$ cat config.mk
export PLATFORM = sky130hd
export DESIGN_NAME = mul_ctrl
export DESIGN_NICKNAME = d
export VERILOG_FILES = /design/src/rtl/mul_ctrl.sv
export SDC_FILE = /design/constraint.sdc
export NUM_CORES = 1
export LEC_CHECK = 0
export CORE_AREA = 5 5 174 176
export CTS_BUF_LIST = sky130_fd_sc_hd__clkbuf_16
export DETAILED_ROUTE_END_ITERATION = 6
export DIE_AREA = 0 0 179 181
export PLACE_DENSITY = 0.66
export SLEW_MARGIN = 20
export SYNTH_ARGS = -nofsm -noshare
export SYNTH_HDL_FRONTEND = slang
export SYNTH_SLANG_ARGS = --single-unit
$ cat constraint.sdc
create_clock -name clk -period 2.92 [get_ports clk]
set_input_delay 0.584 -clock clk [delete_from_list [all_inputs] [get_ports clk]]
set_output_delay 0.584 -clock clk [all_outputs]
set_load 0.02 [all_outputs]
$ cat src/rtl/mul_ctrl.sv
// mul_ctrl: runs one M-extension multiply at a time through the 34-cycle Booth
// multiplier, formats the 64-bit result and returns it over a valid/ready port.
module mul_ctrl #(
    parameter bit FAST_ZERO = 1'b1
) (
    input  logic         clk,
    input  logic         rst,
    input  logic         req_valid,
    output logic         req_ready,
    input  logic [2:0]   req_op,
    input  logic [63:0]  req_rs1,
    input  logic [63:0]  req_rs2,
    input  logic         flush,
    output logic         resp_valid,
    input  logic         resp_ready,
    output logic [63:0]  resp_data,
    output logic         mul_valid,
    output logic         mul_rs1_sign,
    output logic         mul_rs2_sign,
    output logic [63:0]  mul_rs1_data,
    output logic [63:0]  mul_rs2_data,
    input  logic         mul_ready,
    input  logic [127:0] mul_result
);

    typedef enum logic [1:0] {IDLE, BUSY, DRAIN, DONE} state_t;
    typedef enum logic [2:0] {
        OP_MUL    = 3'b000,
        OP_MULH   = 3'b001,
        OP_MULHSU = 3'b010,
        OP_MULHU  = 3'b011,
        OP_MULW   = 3'b100
    } op_t;

    state_t      state_q;
    op_t         op_q;
    op_t         op_d;
    logic        reqReady_q;
    logic        respValid_q;
    logic        mulValid_q;
    logic        rs1Sign_q;
    logic        rs2Sign_q;
    logic        rs1Sign_d;
    logic        rs2Sign_d;
    logic [63:0] respData_q;
    logic [63:0] rs1Data_q;
    logic [63:0] rs2Data_q;
    logic [63:0] rs1Data_d;
    logic [63:0] rs2Data_d;
    logic [63:0] result_d;
    logic        zeroOperand_d;

    // Unused encodings 101-111 fall through to plain MUL.
    always_comb begin
        op_d          = OP_MUL;
        rs1Data_d     = req_rs1;
        rs2Data_d     = req_rs2;
        rs1Sign_d     = 1'b1;
        rs2Sign_d     = 1'b1;
        zeroOperand_d = (req_rs1 == 64'd0) || (req_rs2 == 64'd0);
        case (req_op)
            3'b001: op_d = OP_MULH;
            3'b010: begin
                op_d      = OP_MULHSU;
                rs2Sign_d = 1'b0;
            end
            3'b011: begin
                op_d      = OP_MULHU;
                rs1Sign_d = 1'b0;
                rs2Sign_d = 1'b0;
            end
            3'b100: begin
                op_d          = OP_MULW;
                rs1Data_d     = {{32{req_rs1[31]}}, req_rs1[31:0]};
                rs2Data_d     = {{32{req_rs2[31]}}, req_rs2[31:0]};
                zeroOperand_d = (req_rs1[31:0] == 32'd0) || (req_rs2[31:0] == 32'd0);
            end
            default: ;
        endcase
    end

    always_comb begin
        result_d = mul_result[63:0];
        case (op_q)
            OP_MULH, OP_MULHSU, OP_MULHU: result_d = mul_result[127:64];
            OP_MULW: result_d = {{32{mul_result[31]}}, mul_result[31:0]};
            default: ;
        endcase
    end

    // mul_valid must stay high through DRAIN: the multiplier only counts while
    // valid, so dropping it early would leave a stale count for the next op.
    always_ff @(posedge clk) begin
        if (rst) begin
            state_q     <= IDLE;
            op_q        <= OP_MUL;
            reqReady_q  <= 1'b1;
            respValid_q <= 1'b0;
            respData_q  <= 64'd0;
            mulValid_q  <= 1'b0;
            rs1Sign_q   <= 1'b0;
            rs2Sign_q   <= 1'b0;
            rs1Data_q   <= 64'd0;
            rs2Data_q   <= 64'd0;
        end else begin
            case (state_q)
                IDLE: begin
                    if (req_valid && !flush) begin
                        op_q       <= op_d;
                        rs1Data_q  <= rs1Data_d;
                        rs2Data_q  <= rs2Data_d;
                        rs1Sign_q  <= rs1Sign_d;
                        rs2Sign_q  <= rs2Sign_d;
                        reqReady_q <= 1'b0;
                        if (FAST_ZERO && zeroOperand_d) begin
                            respData_q  <= 64'd0;
                            respValid_q <= 1'b1;
                            state_q     <= DONE;
                        end else begin
                            mulValid_q <= 1'b1;
                            state_q    <= BUSY;
                        end
                    end
                end
                BUSY: begin
                    if (mul_ready) begin
                        mulValid_q <= 1'b0;
                        if (flush) begin
                            reqReady_q <= 1'b1;
                            state_q    <= IDLE;
                        end else begin
                            respData_q  <= result_d;
                            respValid_q <= 1'b1;
                            state_q     <= DONE;
                        end
                    end else if (flush) begin
                        state_q <= DRAIN;
                    end
                end
                DRAIN: begin
                    if (mul_ready) begin
                        mulValid_q <= 1'b0;
                        reqReady_q <= 1'b1;
                        state_q    <= IDLE;
                    end
                end
                DONE: begin
                    if (flush || resp_ready) begin
                        respValid_q <= 1'b0;
                        reqReady_q  <= 1'b1;
                        state_q     <= IDLE;
                    end
                end
                default: state_q <= IDLE;
            endcase
        end
    end

    assign req_ready    = reqReady_q;
    assign resp_valid   = respValid_q && !flush;
    assign resp_data    = respData_q;
    assign mul_valid    = mulValid_q;
    assign mul_rs1_sign = rs1Sign_q;
    assign mul_rs2_sign = rs2Sign_q;
    assign mul_rs1_data = rs1Data_q;
    assign mul_rs2_data = rs2Data_q;

endmodule

* Yosys cells after proc, flatten, opt, wreduce, memory -nomap -nowiden
Index checks and enable logic that the tools add are counted.
Cells by class: equality and inequality tests 21, mux-type cells 36, reduce and logical (&&, ||, !) cells 23
Operator list (count):
- 64-bit 2-to-1 mux | 6
- 64-bit case mux with 2 select lines | 2
- 64-bit logical NOT | 2
- 32-bit logical NOT | 2
- 1-bit 2-to-1 mux | 16
- 2-bit inequality test (second input constant) | 8
- 2-bit 2-to-1 mux | 7
- 3-bit by 2-bit == test with 1-bit output (second input constant) | 4
- 3-bit case mux with 4 select lines | 1
- 5-bit AND reduction | 2
- 2-bit case mux with 4 select lines | 1
- 4-bit AND reduction | 2
- 3-bit by 1-bit == test with 1-bit output (second input constant) | 2
- 3-bit == test (second input constant) | 2
- 6-bit AND reduction | 1
- 2-bit == test (second input constant) | 2
- 1-bit case mux with 4 select lines | 1
- 2-bit nonzero test | 2
- 2-bit OR reduction | 2
- 1-bit logical OR | 3
- 3-bit inequality test (second input constant) | 1
- 1-bit case mux with 3 select lines | 1
- 3-bit nonzero test | 1
- 3-bit OR reduction | 1
- 7 further kinds | 8
Word-level totals: register bits 202, bits of input ports 265, output and inout bits 197, word-level logic and storage cells 90

* Depth between registers and ports, before layout
Gate-level depths: netlist (run 1).
depth in word-level cells 6, mapped depth 9, mapped depth without buffers 7

* Least setup slack after synthesis (run 1)
Ideal clock, no wire load.
kind input port to flip-flop, start point input req_rs2[38], end point register respData_q[0] (netlist: resp_data[0]), setup time 0.118 ns, data arrival time 1.739 ns, data required time 2.802 ns, path slack 1.063 ns, stages on the path 8, buffers on the path 2, cells stage by stage nor4_1 nand4_1 o21ai_1 a22o_4 a21oi_2 buf_12 buf_12 mux2i_1
On the way: cells in the longest elaborated chain, start to end 5
Ends and longest elaborated chain:
- start: declaration | RTL line 12 | input logic [63:0] req_rs2,
- 64-bit logical NOT | RTL line 60 | zeroOperand_d = (req_rs1 == 64'd0) || (req_rs2 == 64'd0);
- 1-bit logical OR | RTL line 60
- 1-bit 2-to-1 mux | RTL line 61 | case (req_op)
- 2-bit inequality test (no source line)
- 5-bit AND reduction (no source line)
- end signal: assignment | RTL line 132 | respData_q <= result_d;
- end: declaration | RTL line 45 | logic [63:0] respData_q;
Every way passes these cells. A chain may end at the register's enable or synchronous reset.

* Worst setup path after layout (run 1)
start point input flush, end point output resp_valid
On the way: cells in the longest elaborated chain, start to end 2
Ends and longest elaborated chain:
- start: declaration | RTL line 13 | input logic flush,
- 1-bit logical NOT | RTL line 160 | assign resp_valid = respValid_q && !flush;
- 1-bit logical AND | RTL line 160
- end: declaration | RTL line 14 | output logic resp_valid,
Every way passes these cells.

==> results.tsv, run 1 <==
stage	metric	value	unit
yosys	Synth area leader	dfxtp_1	
floorplanning	Die Area	32400	um2
clock_network	Clock Root Buffer	clkbuf_16	
critical_path	CP max FO	7	
critical_path	Worst Setup SP	flush	
floorplanning	core area	28500	um2
yosys	Post-Syn Area	8980	um2
global_route	grt met3 use	7.57	%
timing	# setup viols final	0	
global_route	gr busiest metal	met2	
drt	final wirelength	35400	um
floorplanning	Die Ht	181	um
drt	Vias	9173	
critical_path	Critical Path RT	2340	ps
timing	Slew @ Worst Pin	922	ps
pwr	VDD IR max	0.477	mV
clock_network	clock sinks	202	
global_route	GRT overflow	0	
global_route	global routing usage on met2	34.2	%
timing	Post-Route Setup TNS	0	ps
pwr	total power per unit cell area	631	nW/um2
yosys	Avg Synthesized Cell Area	8.58	um2
drt	Vias/cell	4.89	
yosys	register area share after synthesis	45.0	%
yosys	Syn Inst Count	1047	
timing	Worst Clk Skew	8.80	ps
place	dpl cells	1828	
critical_path	crit start category	input pin	
timing	Slew Limit Headroom	38.4	%
yosys	largest family of logic cells by synthesized area	simple AND/OR/NAND/NOR gates	
yosys	FFs w/ async S/R, synth	0	%
yosys	XOR/XNOR Fraction of Synth Area	0.0975	%
clock_network	CTS tree	yes	
global_route	vias in the first global route	9250	
global_route	GRT Util Overall	20.4	%
global_route	first-pass GRT wire length	52800	um
clock_network	H-tree depth	1	
yosys	ys flop type	dfxtp_1	
critical_path	Setup CP Type	input pin to primary output	
clock_network	Resized Gates After CTS	0	
timing	RSZ-0062 raised after global routing	false	
clock_network	cts bufs inserted	24	
yosys	Seq cells post-synth	202	
yosys	syn_nets	1317	
drt	Antenna Nets Post-Route	0	
timing	final slew viol count	0	
yosys	post-synthesis adder-cell area fraction	0.696	%
drt	WL/cell	18.9	um
hold_path	Hold/Removal Path Class	input pin to flip-flop	
finish	fillers	2683	
timing	Final Hold Fails	0	
floorplanning	IO Count	462	
global_route	pin count of the biggest net entering global routing	101	
clock_network	Setup Buffers After CTS	0	
global_route	grt met1 use	23.8	%
critical_path	CP arrival	1920	ps
drt	Post-route DRC	0	
finish	non-filler cells, final	1874	
drt	Initial DRC Count	469	
yosys	synth top area cells	dfxtp_1 (45%), nand2_1 (9.6%), mux2i_1 (7.2%)	
clock_network	Clock Latency Late Sink	510	ps
yosys	EDFF count, synth	0	
timing	Min Clock Period, post-route	2510	ps
critical_path	origin of the critical flop-to-flop path	op_q[0]	
yosys	yosys warns	0	
place	HPWL after DPL	26400	um
floorplanning	Core Rows	62	
finish	P&R area growth vs syn	64.1	%
hold_path	hold path start	rst	
clock_network	Hold-fix buffers, CTS	0	
timing	Final period util	85.9	%
drt	DRT Pass-1 Iters	4	
place	Final GP Congestion	0.838	
yosys	mux contribution to synthesized area	11.4	%
timing	Max Clk Rate	399	MHz
place	placed cell areas	14000	um2
run_status	status	finished, final reports clean	
floorplanning	die span in x	179	um
finish	fin util	51.8	%
finish	share of cells above drive strength 1	7.86	%
run	Max Cap Viol	0	
yosys	Synth Area in Simple Gates	22.9	%
finish	post-route cell area	14700	um2
clock_network	Worst-path clk slew	60	ps
yosys	library cells used by synthesis	39	
finish	fin nets	1740	
clock_network	clk buf depth	3	
place	port bufs	461	
floorplanning	initial core utilization	31.6	%
yosys	Compound-Gate Fraction of Synth Area	14.3	%
global_route	initial antenna violation count	2	
yosys	top cell type's share of synthesized area	45.0	%
critical_path	CP endpoint kind	primary output	
pwr	P_leak	5.47	nW
## where the power goes
part	switching [mW]	leakage [nW]	internal, mW
combinational	1.63	3.44	1.45
sequential	0.181	1.64	3.10
clock	1.21	0.389	1.73
total	3.02	5.47	6.28
## critical path, cell delays in order
cell	delay (ps)
clkdlybuf4s50_1	520
nor2b_1	150
clkdlybuf4s50_1	660
## cells in the mapped netlist, drive strengths merged (7+ instances only)
library cell	count
inv	7
o21ai	7
nand2b	29
dfxtp	202
nor2	78
mux2i	65
nand4	8
nand2	230
nor3	67
nor4	32
buf	26
mux2	33
a211oi	65
a21oi	73
clkbuf	66
a221o	32
## layout make-up
type	count	area [um2]	area share (%)
well taps	384	480	3.26
clock buffers	25	626	4.24
inverters	7	26.3	0.178
flip-flops and latches	202	4040	27.4
multi-input cells	746	4470	30.4
diodes	2	5.00	0.0340
clock inverters	19	149	1.01
repair buffers	489	4930	33.5
## cell families after synthesis
family,after synthesis
AO/OA/AOI/OAI,184
XOR/XNOR,1
adder cells (fa/ha/maj),5
buffers and inverters,99
flip-flops,202
multiplexers,98
AND/OR/NAND/NOR,458
## metal layers
| metal | vias to the layer above | wire [um] | share of wire [%] |
|---|---|---|---|
| met3 | 70 | 3730 | 11 |
| met5 | - | 13 | 0.037 |
| met4 | 2 | 1200 | 3.4 |
| met2 | 353 | 16600 | 47 |
| li1 | 4525 | - | - |
| met1 | 4223 | 13900 | 39 |
## registers in the layout, indices dropped and copies added (netlist names)
| name | count |
|---|---|
| mul_rs2_sign | 1 |
| req_ready | 1 |
| respValid_q | 1 |
| mul_rs1_sign | 1 |
| state_q | 2 |
| mul_valid | 1 |
| mul_rs1_data | 64 |
| op_q | 3 |
| resp_data | 64 |
| mul_rs2_data | 64 |
## through the flow
stage               hold WS (ps)  total power, mW  setup slack, ps
floorplan                    436             4.98             1060
global placement             442             6.41             94.8
detailed placement           446             6.42              124
CTS                          419             9.42              382
global route                 442             9.81              363
finish                       434             9.30              411
## layout by cell type (no fill, tap or decap), types with 20 or more instances in the layout
cell type | Yosys | layout
nor2_1 | 77 | 76
dfxtp_1 | 202 | 202
a211oi_1 | 65 | 65
nor3_1 | 67 | 67
a21oi_1 | 72 | 72
nand2b_1 | 29 | 29
mux2_2 | 33 | 33
clkbuf_16 | 0 | 25
buf_4 | 0 | 20
a221o_1 | 32 | 32
mux2i_1 | 65 | 65
nor4_1 | 26 | 26
clkdlybuf4s50_1 | 0 | 460
nand2_1 | 230 | 229
## final timing paths
path | to | slack (ps) | cells past startpoint
worst min-delay path | mul_rs2_data[8] | 430 | 2
worst min register to register | mul_rs1_data[4] | 450 | 2
worst max-delay path | resp_valid | 410 | 3
worst max register to register | resp_data[3] | 840 | 6
Note: power is estimated with default switching activity, not from simulation.
==> run 2: changes to the inputs <==
--- a/config.mk
+++ b/config.mk
@@ -9,7 +9,8 @@
 export CTS_BUF_LIST = sky130_fd_sc_hd__clkbuf_16
 export DETAILED_ROUTE_END_ITERATION = 6
 export DIE_AREA = 0 0 179 181
-export PLACE_DENSITY = 0.66
+export GPL_TIMING_DRIVEN = 0
+export PLACE_DENSITY = 0.74
 export SLEW_MARGIN = 20
 export SYNTH_ARGS = -nofsm -noshare
 export SYNTH_HDL_FRONTEND = slang
==> run 2 against run 1 <==
Combinational power up 1%. Final area is 0.91% higher. Routed wire length grew 8.7%. Largest cell class unchanged. Clock skew about the same. Critical path type unchanged. Sequential power is essentially flat. Global-route usage grew 1.9 points.
==> results.tsv, run 2 (synthesis results as in run 1) <==
stage	metric	value	unit	change
run_status	status	finished, final reports clean		unchanged
floorplanning	initial core utilization	31.6	%	unchanged
pwr	P_leak	5.52	nW	was 5.47 nW
drt	DRT met1 WL	14300	um	was 13900 um
drt	final wirelength	38400	um	was 35400 um
timing	RSZ-0062 raised after global routing	false		unchanged
timing	Max Clk Rate	399	MHz	about the same
place	HPWL after DPL	30400	um	was 26400 um
floorplanning	core area	28500	um2	unchanged
pwr	total power per unit cell area	636	nW/um2	was 631 nW/um2
global_route	GRT Util Overall	22.2	%	was 20.4%
finish	fillers	2623		was 2683
global_route	vias in the first global route	9912		was 9250
finish	most common cell after layout, fill and taps aside	clkdlybuf4s50_1		unchanged
finish	fin nets	1804		was 1740
finish	most frequent cells in the layout	clkdlybuf4s50_1 (461), nand2_1 (230), dfxtp_1 (202)		was clkdlybuf4s50_1 (460), nand2_1 (229), dfxtp_1 (202)
floorplanning	Die Ht	181	um	unchanged
timing	Worst Clk Skew	8.46	ps	was 8.80 ps
timing	Post-Route Setup TNS	0	ps	unchanged
floorplanning	die span in x	179	um	unchanged
hold_path	Hold/Removal Path Class	flip-flop to flip-flop		was input pin to flip-flop
global_route	first-pass GRT wire length	57000	um	was 52800 um
place	dpl cells	1892		was 1828
pwr	sequential share of power	34.8	%	was 35.2%
pwr	Switching Share	32.8	%	was 32.5%
timing	Min Clock Period, post-route	2510	ps	about the same
drt	WL/cell	19.8	um	was 18.9 um
critical_path	Critical Path RT	2340	ps	about the same
critical_path	crit start category	input pin		unchanged
floorplanning	IO Count	462		unchanged
drt	Met2 Wirelength	18700	um	was 16600 um
pwr	VDD IR max	0.500	mV	was 0.477 mV
clock_network	H-tree depth	1		unchanged
pwr	switching pwr	3.10	mW	was 3.02 mW
drt	Initial DRC Count	455		was 469
clock_network	Setup Buffers After CTS	0		unchanged
clock_network	CTS tree	yes		unchanged
drt	Routed met3 length	3930	um	was 3730 um
finish	fin util	52.2	%	was 51.8%
finish	multi-input logic area	4440	um2	was 4470 um2
drt	Post-route DRC	0		unchanged
global_route	pin count of the biggest net entering global routing	13		was 101
timing	Final period util	85.9	%	about the same
clock_network	Clock Root Buffer	clkbuf_16		unchanged
critical_path	CP endpoint kind	primary output		unchanged
pwr	Clock power frac	32.1	%	was 31.6%
place	port bufs	461		unchanged
timing	Slew @ Worst Pin	678	ps	was 922 ps
timing	Slew Limit Headroom	54.8	%	was 38.4%
clock_network	clock sinks	202		unchanged
finish	share of cells above drive strength 1	6.70	%	was 7.86%
finish	non-filler cells, final	1937		was 1874
timing	# setup viols final	0		unchanged
drt	max layer used	met5		unchanged
clock_network	clk buf depth	3		unchanged
finish	P&R area growth vs syn	65.6	%	was 64.1%
global_route	initial antenna violation count	3		was 2
floorplanning	Core Rows	62		unchanged
clock_network	Worst-path clk slew	50	ps	was 60 ps
clock_network	Hold-fix buffers, CTS	0		unchanged
run	Max Cap Viol	0		unchanged
critical_path	CP max FO	7		unchanged
timing	Final Hold Slack	450	ps	was 434 ps
pwr	Comb pwr share	33.1	%	was 33.2%
drt	Antenna Nets Post-Route	0		unchanged
clock_network	Clock Latency Late Sink	520	ps	was 510 ps
drt	DRT Pass-1 Iters	5		was 4
floorplanning	Die Area	32400	um2	unchanged
timing	final slew viol count	0		unchanged
clock_network	cts bufs inserted	24		unchanged
drt	Vias	9668		was 9173
pwr	Pint	6.36	mW	was 6.28 mW
finish	FF/Latch Area	4040	um2	unchanged
place	Final GP Congestion	0.900		was 0.838
global_route	GRT overflow	0		unchanged
pwr	Design Power	9.46	mW	was 9.30 mW
critical_path	CP arrival	1920	ps	about the same
timing	Final Hold Fails	0		unchanged
critical_path	Setup CP Type	input pin to primary output		unchanged
drt	Vias/cell	4.99		was 4.89
==> run 2: stage by stage <==
step | instance area [um2] | worst slack (ps)
2_1_floorplan | 8980 | 1060
3_3_place_gp | 14100 | -647
3_5_place_dp | 14100 | -666
4_1_cts | 14900 | 108
5_1_grt | 14900 | 120
6_report | 14900 | 413
==> run 2: routing by layer <==
metal | global-route usage, % | vias to the layer above
li1 | - | 4656
met5 | 0 | -
met2 | 39.4 | 411
met4 | 8.17 | 4
met1 | 24.0 | 4518
met3 | 8.13 | 79
==> run 2: power by group through the flow <==
stage          combinational [mW]  clock (mW)  sequential (mW)
2_1_floorplan                1.27           0             3.70
3_3_place_gp                 3.11           0             3.33
3_5_place_dp                 3.13           0             3.34
4_1_cts                      3.16        3.10             3.29
5_1_grt                      3.38        3.23             3.33
6_report                     3.13        3.04             3.29
==> run 2: area by class of cell <==
class,instances,share of cell area (%)
Multi-Input combinational cell,746,29.8
Clock inverter,19,1.10
Inverter,7,0.177
Timing Repair Buffer,461,31.0
Buffer,92,3.22
Tap cell,384,3.23
Sequential cell,202,27.2
Clock buffer,25,4.21
Antenna cell,1,0.0168
==> run 2: critical path, stage by stage <==
cell and delay (ps):
clkdlybuf4s50_1 520, nor2b_1 150, clkdlybuf4s50_1 670
==> run 2: timing repair <==
action                                  CTS  global route
cloned                                    0             0
gates resized for setup                   1             2
endpoints found under the hold margin     0             0
endpoints found under the setup margin    3             3
==> run 2: path summary, 6_finish.rpt <==
kind                                       from                to  slack [ps]  cells past startpoint
worst min register to register  mul_rs2_data[8]   mul_rs2_data[8]         450                      2
worst max register to register       state_q[0]  mul_rs2_data[18]         470                      9
worst max-delay path                      flush        resp_valid         410                      3
worst min-delay path            mul_rs2_data[8]   mul_rs2_data[8]         450                      2
==> edit (flow settings as in run 2) <==
Change the parameter `FAST_ZERO` from 1'b1 to 1'b0.
--- a/src/rtl/mul_ctrl.sv
+++ b/src/rtl/mul_ctrl.sv
@@ -2,5 +2,5 @@
 // multiplier, formats the 64-bit result and returns it over a valid/ready port.
 module mul_ctrl #(
-    parameter bit FAST_ZERO = 1'b1
+    parameter bit FAST_ZERO = 1'b0
 ) (
     input  logic         clk,
Function: changed (Yosys sat finds a counterexample within 4 cycles, from zero or initial values and one cycle with rst high).
==> edit against run 2 <==
- wire length decreased by 8.1%
- area after synthesis is 12% lower
- final cell count down 2.9%
- non-clock buffer count down 3
- worst setup slack gained 0.24 ns
- fmax rose by 11%
- sequential cell count is the same
- power shrank 20%
- sequential power decreased by 6.7%
- core utilization down 4.3 points
- final area shrank 8.2%
- worst hold slack improved by 0.0022 ns
- clock power down 9.2%
- highest routed layer is now met4
==> edit: results (changes against run 2) <==
compound-cell area share of the yosys netlist -> 0.259 (+0.117)
R2R Path End -> mul_rs1_data[63]
drt via density -> 4.86 (-2.5%)
initial antenna violation count -> 0 (-3)
Clk power -> 2.76 mW (-9.2%)
placed cell areas -> 12900 um^2 (-8.0%)
Min-Delay Endpoint -> mul_rs1_data[27]
highest metal used -> met4
largest net degree at the start of global routing -> 12 (-1)
worst hold start -> mul_rs1_data[27]
R2R setup slack -> 0.93 ns (+0.46 ns)
GPL Wtd Cong -> 0.904 (+0.47%)
Metal-1 WL -> 13600 um (-4.6%)
Critical Path AT -> 1.68 ns (-0.24 ns)
synth unique cells -> 36 (-7.7%)
share of cells above drive strength 1 -> 0.0535 (-0.0135)
multiplexer area fraction after synthesis -> 0 (-0.114)
Max VDD drop -> 0.379 mV (-24%)
Seq/Total Area, Yosys -> 0.514 (+0.0633)
leakage -> 5.04 nW (-8.6%)
global-route usage over all layers -> 0.205 (-0.0170)
NumNets Final -> 1752 (-2.9%)
first-pass GRT wire length -> 53300 um (-6.5%)
outcome -> finished, final reports clean
antenna cells -> 0 (-1)
met2 wire len -> 17300 um (-7.3%)
R2R cell count -> 6 (-3)
buffers added on ports -> 459 (-0.43%)
WHS -> 0.453 ns (+0.00218 ns)
Synth area leaders -> dfxtp_1 51%, nand2_1 13%, a21oi_1 12%, o21ai_0 6.8%, a31oi_1 3.3%
[edit: cell types whose count changed after synthesis, moves of 26 or more]
cell	run 2	this run
a211oi_1	65	2
a21oi_1	72	194
a221o_1	32	0
a31oi_1	0	42
mux2_2	33	0
mux2i_1	65	0
nand2_1	230	263
nand2b_1	29	1
nor2_1	77	31
nor3_1	67	2
nor4_1	26	0
o21ai_0	5	107
[edit: logic make-up (layout without fill, tap and decap cells)]
group                    Yosys count  after routing
AND/OR/NAND/NOR                  317            317
buffers and inverters            100            598
AO/OA/AOI/OAI                    374            374
XOR/XNOR                           1              1
adder cells (fa/ha/maj)            4              4
flip-flops                       202            202
[edit: layer usage]
layer | track usage | up-vias
met2 | 0.362 | 378
met1 | 0.237 | 4300
li1 | - | 4392
met5 | 0 | -
met3 | 0.0575 | 75
met4 | 0.0712 | 0
[edit: worst max path at each step]
stage,from,endpoint,slack [ns],cells after the start
6_report,respValid_q,resp_valid,0.65,2
2_1_floorplan,req_op[1],mul_rs1_data[32],1.23,5
3_5_place_dp,rst,mul_rs1_data[21],0.16,4
5_1_grt,respValid_q,resp_valid,0.56,2
4_1_cts,respValid_q,resp_valid,0.62,2
3_3_place_gp,rst,mul_rs1_data[24],0.23,4
[edit: cell type report]
cell class              count  area (um^2)
fillers                  2745        14800
repair buffers            459         4590
flip-flops and latches    202         4040
multi-input cells         696         3380
clock buffers              25          626
well taps                 384          480
plain buffers              91          417
clock inverters            14         85.1
inverters                   9         33.8
[edit: worst max-delay path: stages (launching register included)]
cell             delay [ns]
dfxtp_1                0.35
nor2b_1                0.14
clkdlybuf4s50_1        0.67
[edit: stage by stage]
step / cells / setup WS (ns)
floorplan: 998 / 1.23
global placement: 1841 / 0.232
detailed placement: 1841 / 0.165
CTS: 1880 / 0.621
global route: 1880 / 0.563
finish: 1880 / 0.655
